## src/rtl/egg_timer.sv

```systemverilog
// Egg-timer core: captures an MM:SS preset from four BCD digit inputs and
// counts it down to 00:00 under a five-state controller. TICK_DIV sets the
// number of clock cycles per one-second tick.
module egg_timer #(
    parameter int unsigned TICK_DIV = 1
) (
    input  logic       clk,
    input  logic       reset,
    input  logic       enable,
    input  logic       start,
    input  logic       cook_time,
    input  logic [3:0] load1,
    input  logic [2:0] load2,
    input  logic [3:0] load3,
    input  logic [2:0] load4,
    output logic [3:0] load1_temp,
    output logic [2:0] load2_temp,
    output logic [3:0] load3_temp,
    output logic [2:0] load4_temp,
    output logic [3:0] s_ones_Down,
    output logic [2:0] s_tens_Down,
    output logic [3:0] m_ones_Down,
    output logic [2:0] m_tens_Down,
    output logic [2:0] z,
    output logic       timer_enabled,
    output logic       timer_on
);

    localparam int unsigned CNT_W = (TICK_DIV > 1) ? $clog2(TICK_DIV) : 1;
    localparam logic [CNT_W-1:0] TICK_LAST = CNT_W'(TICK_DIV - 1);

    typedef enum logic [2:0] {
        S_IDLE  = 3'd0,
        S_WAIT  = 3'd1,
        S_SET   = 3'd2,
        S_COUNT = 3'd3,
        S_DONE  = 3'd4
    } state_t;

    state_t           state_q;
    logic [CNT_W-1:0] tick_cnt_q;

    logic [3:0] ld1_c;
    logic [2:0] ld2_c;
    logic [3:0] ld3_c;
    logic [2:0] ld4_c;

    logic [3:0] s_ones_d;
    logic [2:0] s_tens_d;
    logic [3:0] m_ones_d;
    logic [2:0] m_tens_d;

    logic at_zero_c;
    logic dec_zero_c;
    logic preset_zero_c;
    logic tick_fire_c;

    // Clamp out-of-range digits so captured values are always valid BCD time.
    assign ld1_c = (load1 > 4'd9) ? 4'd9 : load1;
    assign ld2_c = (load2 > 3'd5) ? 3'd5 : load2;
    assign ld3_c = (load3 > 4'd9) ? 4'd9 : load3;
    assign ld4_c = (load4 > 3'd5) ? 3'd5 : load4;

    assign at_zero_c     = (s_ones_Down == 4'd0) && (s_tens_Down == 3'd0) &&
                           (m_ones_Down == 4'd0) && (m_tens_Down == 3'd0);
    assign dec_zero_c    = (s_ones_d == 4'd0) && (s_tens_d == 3'd0) &&
                           (m_ones_d == 4'd0) && (m_tens_d == 3'd0);
    assign preset_zero_c = (load1_temp == 4'd0) && (load2_temp == 3'd0) &&
                           (load3_temp == 4'd0) && (load4_temp == 3'd0);
    assign tick_fire_c   = (tick_cnt_q == TICK_LAST);

    // One-second BCD decrement of MM:SS with borrow ripple between digits.
    always_comb begin
        s_ones_d = s_ones_Down;
        s_tens_d = s_tens_Down;
        m_ones_d = m_ones_Down;
        m_tens_d = m_tens_Down;
        if (s_ones_Down != 4'd0) begin
            s_ones_d = s_ones_Down - 4'd1;
        end else begin
            s_ones_d = 4'd9;
            if (s_tens_Down != 3'd0) begin
                s_tens_d = s_tens_Down - 3'd1;
            end else begin
                s_tens_d = 3'd5;
                if (m_ones_Down != 4'd0) begin
                    m_ones_d = m_ones_Down - 4'd1;
                end else begin
                    m_ones_d = 4'd9;
                    m_tens_d = m_tens_Down - 3'd1;
                end
            end
        end
    end

    // Controller, preset capture, countdown digits and tick prescaler.
    always_ff @(posedge clk) begin
        if (reset) begin
            state_q     <= S_IDLE;
            tick_cnt_q  <= '0;
            load1_temp  <= 4'd0;
            load2_temp  <= 3'd0;
            load3_temp  <= 4'd0;
            load4_temp  <= 3'd0;
            s_ones_Down <= 4'd0;
            s_tens_Down <= 3'd0;
            m_ones_Down <= 4'd0;
            m_tens_Down <= 3'd0;
        end else if (!enable) begin
            // Disabled: behave as IDLE from any state; any count in flight is lost.
            state_q     <= S_IDLE;
            tick_cnt_q  <= '0;
            load1_temp  <= ld1_c;
            load2_temp  <= ld2_c;
            load3_temp  <= ld3_c;
            load4_temp  <= ld4_c;
            s_ones_Down <= 4'd0;
            s_tens_Down <= 3'd0;
            m_ones_Down <= 4'd0;
            m_tens_Down <= 3'd0;
        end else begin
            case (state_q)
                S_IDLE: begin
                    tick_cnt_q  <= '0;
                    load1_temp  <= ld1_c;
                    load2_temp  <= ld2_c;
                    load3_temp  <= ld3_c;
                    load4_temp  <= ld4_c;
                    s_ones_Down <= 4'd0;
                    s_tens_Down <= 3'd0;
                    m_ones_Down <= 4'd0;
                    m_tens_Down <= 3'd0;
                    state_q     <= S_WAIT;
                end
                S_WAIT: begin
                    tick_cnt_q  <= '0;
                    s_ones_Down <= load1_temp;
                    s_tens_Down <= load2_temp;
                    m_ones_Down <= load3_temp;
                    m_tens_Down <= load4_temp;
                    if (cook_time) begin
                        state_q <= S_SET;
                    end else if (start) begin
                        state_q <= preset_zero_c ? S_DONE : S_COUNT;
                    end
                end
                S_SET: begin
                    load1_temp  <= ld1_c;
                    load2_temp  <= ld2_c;
                    load3_temp  <= ld3_c;
                    load4_temp  <= ld4_c;
                    s_ones_Down <= ld1_c;
                    s_tens_Down <= ld2_c;
                    m_ones_Down <= ld3_c;
                    m_tens_Down <= ld4_c;
                    if (!cook_time) begin
                        state_q <= S_WAIT;
                    end
                end
                S_COUNT: begin
                    if (at_zero_c) begin
                        state_q <= S_DONE;
                    end else if (tick_fire_c) begin
                        tick_cnt_q  <= '0;
                        s_ones_Down <= s_ones_d;
                        s_tens_Down <= s_tens_d;
                        m_ones_Down <= m_ones_d;
                        m_tens_Down <= m_tens_d;
                        if (dec_zero_c) begin
                            state_q <= S_DONE;
                        end
                    end else begin
                        tick_cnt_q <= tick_cnt_q + CNT_W'(1);
                    end
                end
                S_DONE: begin
                    s_ones_Down <= 4'd0;
                    s_tens_Down <= 3'd0;
                    m_ones_Down <= 4'd0;
                    m_tens_Down <= 3'd0;
                    if (!start) begin
                        state_q <= S_WAIT;
                    end
                end
                default: begin
                    state_q     <= S_IDLE;
                    tick_cnt_q  <= '0;
                    s_ones_Down <= 4'd0;
                    s_tens_Down <= 3'd0;
                    m_ones_Down <= 4'd0;
                    m_tens_Down <= 3'd0;
                end
            endcase
        end
    end

    // Status decoded from the state register.
    assign z             = state_q;
    assign timer_enabled = (state_q != S_IDLE);
    assign timer_on      = (state_q == S_COUNT);

endmodule

```

## config.mk

```make
export PLATFORM = sky130hd
export DESIGN_NAME = egg_timer
export DESIGN_NICKNAME = d
export VERILOG_FILES = /design/src/rtl/egg_timer.sv
export SDC_FILE = /design/constraint.sdc
export NUM_CORES = 1
export LEC_CHECK = 0
export CAP_MARGIN = 30
export CORE_MARGIN = 2
export CORE_UTILIZATION = 44
export CTS_CLUSTER_SIZE = 30
export DETAILED_ROUTE_END_ITERATION = 7
export PLACE_DENSITY = 0.75
export SYNTH_ARGS = -nofsm -noshare
export SYNTH_HDL_FRONTEND = slang
export SYNTH_SLANG_ARGS = --single-unit
```

## constraint.sdc

```tcl
create_clock -name clk -period 3.2 [get_ports clk]
set_input_delay 0.32 -clock clk [delete_from_list [all_inputs] [get_ports clk]]
set_output_delay 0.32 -clock clk [all_outputs]
set_load 0.02 [all_outputs]
```

# Yosys cells after proc, flatten, opt, wreduce, memory -nomap -nowiden
# Index checks and enable logic that the tools add are counted.
# Widths: inputs -> output; s select.
word_totals:
  ff_bits: 32
  input_bits: 19
  word_cells: 110
op_classes:
  addsub: 5
  n_lt_le_gt_ge: 4
  eq_ne: 12
  mux: 45
  bitwise_logic: 2
  reduce_logical: 32
op_table:
  columns: ["op", "count"]
  rows:
  - ["$mux 3", 23]
  - ["$mux 4", 14]
  - ["$logic_not 4->1", 6]
  - ["$pmux 4 s3", 2]
  - ["$logic_not 3->1", 7]
  - ["$pmux 3 s3", 2]
  - ["$pmux 3 s5", 1]
  - ["$ne 2x2->1 const B", 5]
  - ["$logic_and 1x1->1", 9]
  - ["$gt 4x4->1 const B", 2]
  - ["$reduce_bool 4->1", 2]
  - ["$sub 4x1->4 const B", 2]
  - ["$eq 3x2->1 const B", 2]
  - ["$gt 3x3->1 const B", 2]
  - ["$reduce_bool 3->1", 2]
  - ["$reduce_or 2->1", 3]
  - ["$sub 3x1->3 const B", 2]
  - ["$reduce_and 5->1", 1]
  - ["$reduce_and 2->1", 2]
  - ["$eq 3x1->1 const B", 1]
  - ["$eq 3x3->1 const B", 1]
  - ["$ne 3x1->1 const B", 1]
  - ["$ne 3x2->1 const B", 1]
  - ["$ne 3x3->1 const B", 1]
  - ["4 further kinds", 6]

# Depth between registers and ports, before layout
depth:
  word_depth: 11
  mapped_depth: 9

# Worst setup path before layout
# Ideal clock, no wire load.
synth_timing:
  path_kind: "register -> register"
  startpoint: "register s_tens_Down[0]"
  endpoint: "register state_q[0] (netlist: z[0])"
  setup_time_ps: 122
  arrival_time_ps: 2289
  required_ps: 3078
  slack_ps: 789
  stages_incl_launch_ff: 10
  period_less_slack_ps: 2411
  path_cell_list: "dfxtp_1 -> nor2_1 -> ha_1 -> or3b_1 -> buf_2 -> or4_4 -> buf_6 -> o21ai_4 -> o21ai_2 -> o311a_1"
synth_between:
  elab_chain_len: 9
synth_rtl:
  columns: ["item", "line_no", "text"]
  rows:
  - ["start, declared", "21", "output logic [2:0] s_tens_Down,"]
  - ["start signal, assigned", "138", "s_tens_Down <= load2_temp;"]
  - ["start signal, assigned", "153", "s_tens_Down <= ld2_c;"]
  - ["start signal, assigned", "166", "s_tens_Down <= s_tens_d;"]
  - ["$sub 3x1->3 / $reduce_bool 3->1 (equally long branches)", "83, 82", null]
  - ["$mux 3", "82", "if (s_tens_Down != 3'd0) begin"]
  - ["$mux 3", "78", "if (s_ones_Down != 4'd0) begin"]
  - ["$logic_not 3->1", "66", "assign dec_zero_c = (s_ones_d == 4'd0) && (s_tens_d == 3'd0) &&"]
  - ["$logic_and 1x1->1 (2 in a row)", "66", null]
  - ["$logic_and 1x1->1", "67", "(m_ones_d == 4'd0) && (m_tens_d == 3'd0);"]
  - ["$ne 3x1->1 (no line)", null, null]
  - ["$reduce_and 5->1 (no line)", null, null]
  - ["end signal, assigned", "144", "state_q <= preset_zero_c ? S_DONE : S_COUNT;"]
  - ["end, declared", "40", "state_t state_q;"]
# Several ways; a longest one is shown, not always the timed one.
# A chain may end at the register's enable or synchronous reset.

# Worst setup path in the final report
layout_timing:
  startpoint: "register s_tens_Down[0]"
  endpoint: "register s_tens_Down[0]"
layout_between:
  elab_chain_len: 6
layout_rtl:
  columns: ["item", "line_no", "text"]
  rows:
  - ["$sub 3x1->3, or another cell as far along", "83", "s_tens_d = s_tens_Down - 3'd1;"]
  - ["$mux 3 / $logic_and 1x1->1 (equally long branches)", "82, 64", null]
  - ["$mux 3 / $logic_and 1x1->1 (equally long branches)", "78, 64", null]
  - ["$mux 3 / $logic_and 1x1->1 (equally long branches)", "163, 65", null]
  - ["$mux 3 / $ne 2x2->1 (equally long branches)", null, null]
  - ["$pmux 3 s3 / $reduce_and 2->1 (equally long branches)", null, null]
# Several ways; a longest one is shown, not always the timed one. The select of a mux whose other input is x is not followed.

==> impl_summary.txt <==
----------------------------------------------------
[STA]
  Total setup violations reported at the end of the flow ... 0
  Slew at the pin closest to its max-slew limit ... 0.748 ns
  Final-report max-slew violation count ... 0
  Post-route clock skew ... 0.00658 ns
  Final setup slack of the worst path ... 0.616 ns
  Final critical-path required period ... 2.58 ns
  Worst hold-check slack ... 0.487 ns
  Setup Total Neg Slack ... 0 ns
  Achievable clock frequency ... 387 MHz
  Worst slew slack as a fraction of its limit ... 50.0%
  Number of hold violations in the final report ... 0
  Part of the cycle the worst path needs ... 80.8%
  RSZ-0062 raised after global routing ... no

[Setup path]
  Crit path required time ... 3.38 ns
  Crit-path cells ... nor2_1 > ha_1 > or3b_1 > or4_4 > o31ai_4 > a21oi_1 > a21o_1
  CP top delay family ... simple AND/OR/NAND/NOR gates
  Highest-delay cell along the critical path ... sky130_fd_sc_hd__or4_4
  Crit path max fanout ... 13
  Worst setup SP type ... flop
  Category of the worst setup path capture point ... flop
  Crit path arrival time ... 2.77 ns
  Register-to-register setup slack ... 0.62 ns
  Worst stage delay on the critical path ... 0.54 ns
  Classification of the worst setup path ... reg -> reg
  CP bufs+invs ... 0

[Detailed routing]
  Total wire length ... 4870 um
  DR iter-0 viols ... 103
  Routed Antenna Nets ... 0
  DRC violation count after routing ... 0
  First-pass DRT Iterations ... 4
  Number of vias in the routed layout ... 1845
  Final routed wire length divided by cell count ... 15.0 um
  Via density per instance ... 5.69

[Synthesis]
  Complex-gate fraction of the synthesized area ... 27.3%
  Synthesized-area fraction occupied by and/or/nand/nor cells ... 26.1%
  Share of the yosys chip area belonging to registers ... 34.2%
  Post-synthesis adder-cell area fraction ... 2.07%
  Cells after Synth ... 226
  Flops & latches, synth ... 31
  Post-Syn Area per Cell ... 8.03 um^2
  FFs w/ async S/R, synth ... 0%
  Main combinational cell family by area after synthesis ... compound AO/OA/AOI/OAI gates
  Post-synthesis cell type count ... 53
  Most used flip-flop cell after synthesis ... sky130_fd_sc_hd__dfxtp_1
  Count of yosys warnings during synthesis ... 0
  Cell area after synthesis ... 1810 um^2
  Synthesized-area fraction occupied by xor and xnor cells ... 1.45%
  Net count of the mapped netlist ... 248
  EDFF count, synth ... 0
  Multiplexer share of the synthesized area ... 2.76%

[Clocking]
  Number of buffers added by the clock tree synthesis step ... 5
  Number of hold buffers added after cts ... 0
  Sink Count ... 31
  Maximum clock insertion buffer count ... 2
  Clock-pin slew on the worst setup and hold paths ... 0.07 ns
  CTS tree ... built
  Clock latency reported for the late side of the worst-skew pair ... 0.29 ns
  Maximum level of the CTS H-tree ... 2
  Root Driver ... sky130_fd_sc_hd__clkbuf_8
  Post-cts sizing count ... 0
  Buffer count from post-CTS setup fixing ... 0

[Pwr]
  Final Total Pwr ... 0.000866 W
  Power density over the cells ... 358 nW/um^2
  Leakage power total ... 0.917 nW
  Maximum vdd drop ... 280 uV

[Placement]
  Gp weighted congestion ... 0.895
  Placed inst area ... 2330 um^2
  Estimated wirelength of the detail-placed design ... 3630 um
  Placement-stage worst setup slack ... 0.623 ns
  Count of buffers from port buffering ... 51

[Floorplanning]
  # IOs ... 52
  Vertical die dimension ... 68.2 um
  Die width ... 68.2 um
  Die area ... 4650 um^2
  Placeable core area ... 3970 um^2
  Starting density of the core ... 45.7%
  Row count ... 23

[Finish]
  Antenna Cells ... 0
  Area Growth Syn to Fin ... 33.2%
  Area of all placed cells without fillers ... 2420 um^2
  Share of final-layout standard cells stronger than drive strength 1 ... 6.20%
  Number of filler instances in the final layout ... 400
  Net count reported at finish ... 295

[Global routing]
  Overall fraction of global-route tracks in use ... 23.7%
  Initial antenna violation count ... 0
  GRT Residual Overflow ... 0
  Vias in the first global route ... 1669
  Maximum number of pins on one net before global-route repair ... 17
  Wire length of the first global-routing pass ... 8140 um

[Run]
  Number of max-cap violations ... 0

[Min path]
  Worst min path class ... reg -> reg

[Outcome]
  Outcome ... complete, no violations

----------------------------------------------------
final timing paths:
kind	endpoint	from	cells past startpoint
setup / recovery	s_tens_Down[0]	s_tens_Down[0]	7
hold / removal	m_tens_Down[1]	m_tens_Down[1]	2
setup reg to reg	s_tens_Down[0]	s_tens_Down[0]	7
hold reg to reg	m_tens_Down[1]	m_tens_Down[1]	2
power breakdown:
part	leakage (nW)	switching (W)	internal, W
clock	0.0477	0.000150	0.000148
combinational	0.616	0.0000761	0.0000733
sequential	0.253	0.0000187	0.000399
total	0.917	0.000245	0.000621
logic make-up after synthesis:
logic type	count (synthesis)
buffers and inverters	24
adder cells (fa/ha/maj)	3
multiplexers	5
XOR/XNOR	3
AO/OA/AOI/OAI	69
AND/OR/NAND/NOR	91
flip-flops	31
through the flow:
| step | utilization, % | instances |
|---|---|---|
| after floorplan | - | 226 |
| after global placement | 58.6 | 315 |
| after detailed placement | 58.8 | 316 |
| after CTS | 60.9 | 324 |
| after global routing | 60.9 | 324 |
| final | 60.9 | 324 |
area by class of cell:
cell class | instances | area [um^2] | share of cell area, %
inverter | 11 | 41.3 | 1.71
timing repair buffer | 53 | 526 | 21.7
clock buffer | 5 | 68.8 | 2.85
clock inverter | 3 | 15.0 | 0.621
sequential | 31 | 621 | 25.7
tap | 50 | 62.6 | 2.59
multi-input combinational | 171 | 1080 | 44.8
layer usage:
metal	wire (um)	up-vias	global-route usage (%)
li1	-	925	-
met1	2370	846	34.3
met2	2100	67	34.2
met3	311	7	5.26
met4	96	0	8.75
met5	0	-	0
worst register-to-register path: stages, from the launching register on:
cell                      delay (ns)
sky130_fd_sc_hd__dfxtp_1        0.37
sky130_fd_sc_hd__nor2_1         0.16
sky130_fd_sc_hd__ha_1           0.21
sky130_fd_sc_hd__or3b_1         0.46
sky130_fd_sc_hd__or4_4          0.54
sky130_fd_sc_hd__o31ai_4        0.50
sky130_fd_sc_hd__a21oi_1        0.08
sky130_fd_sc_hd__a21o_1         0.17
cells in the final DEF, fill, tap and decap left out, types with 6 or more instances in the layout:
master	count
sky130_fd_sc_hd__a21oi_1	18
sky130_fd_sc_hd__clkdlybuf4s50_1	51
sky130_fd_sc_hd__dfxtp_1	31
sky130_fd_sc_hd__inv_1	10
sky130_fd_sc_hd__nand2_1	20
sky130_fd_sc_hd__nor2_1	24
sky130_fd_sc_hd__nor2b_1	9
sky130_fd_sc_hd__nor3_1	8
sky130_fd_sc_hd__o21ai_0	6
registers in the layout (all words and copies together) (netlist names):
name and count:
m_tens_Down 3, load2_temp 3, s_ones_Down 4, load3_temp 4, m_ones_Down 4, s_tens_Down 3
z 3, load4_temp 3, load1_temp 4
cells in the mapped netlist, drive strengths merged, types with 2 or more instances:
library cell | instances | area (um^2)
a211oi | 2 | 15.0
a21o | 4 | 30.0
a21oi | 18 | 90.1
a222oi | 5 | 50.1
a22oi | 5 | 37.5
a32oi | 2 | 17.5
buf | 5 | 38.8
clkbuf | 8 | 30.0
dfxtp | 31 | 621
ha | 3 | 37.5
inv | 11 | 41.3
mux2i | 5 | 50.1
nand2 | 20 | 75.1
nand2b | 3 | 18.8
nand3 | 5 | 25.0
nand4 | 4 | 25.0
nor2 | 24 | 90.1
nor2b | 9 | 56.3
nor3 | 8 | 40.0
nor4 | 5 | 43.8
o211ai | 2 | 15.0
o21a | 4 | 30.0
o21ai | 13 | 80.1
o21bai | 2 | 15.0
o31a | 3 | 26.3
o31ai | 2 | 28.8
or2 | 2 | 12.5
or3 | 3 | 18.8
or4 | 3 | 26.3
xnor2 | 2 | 17.5
Power figures use the tool's default switching activity.
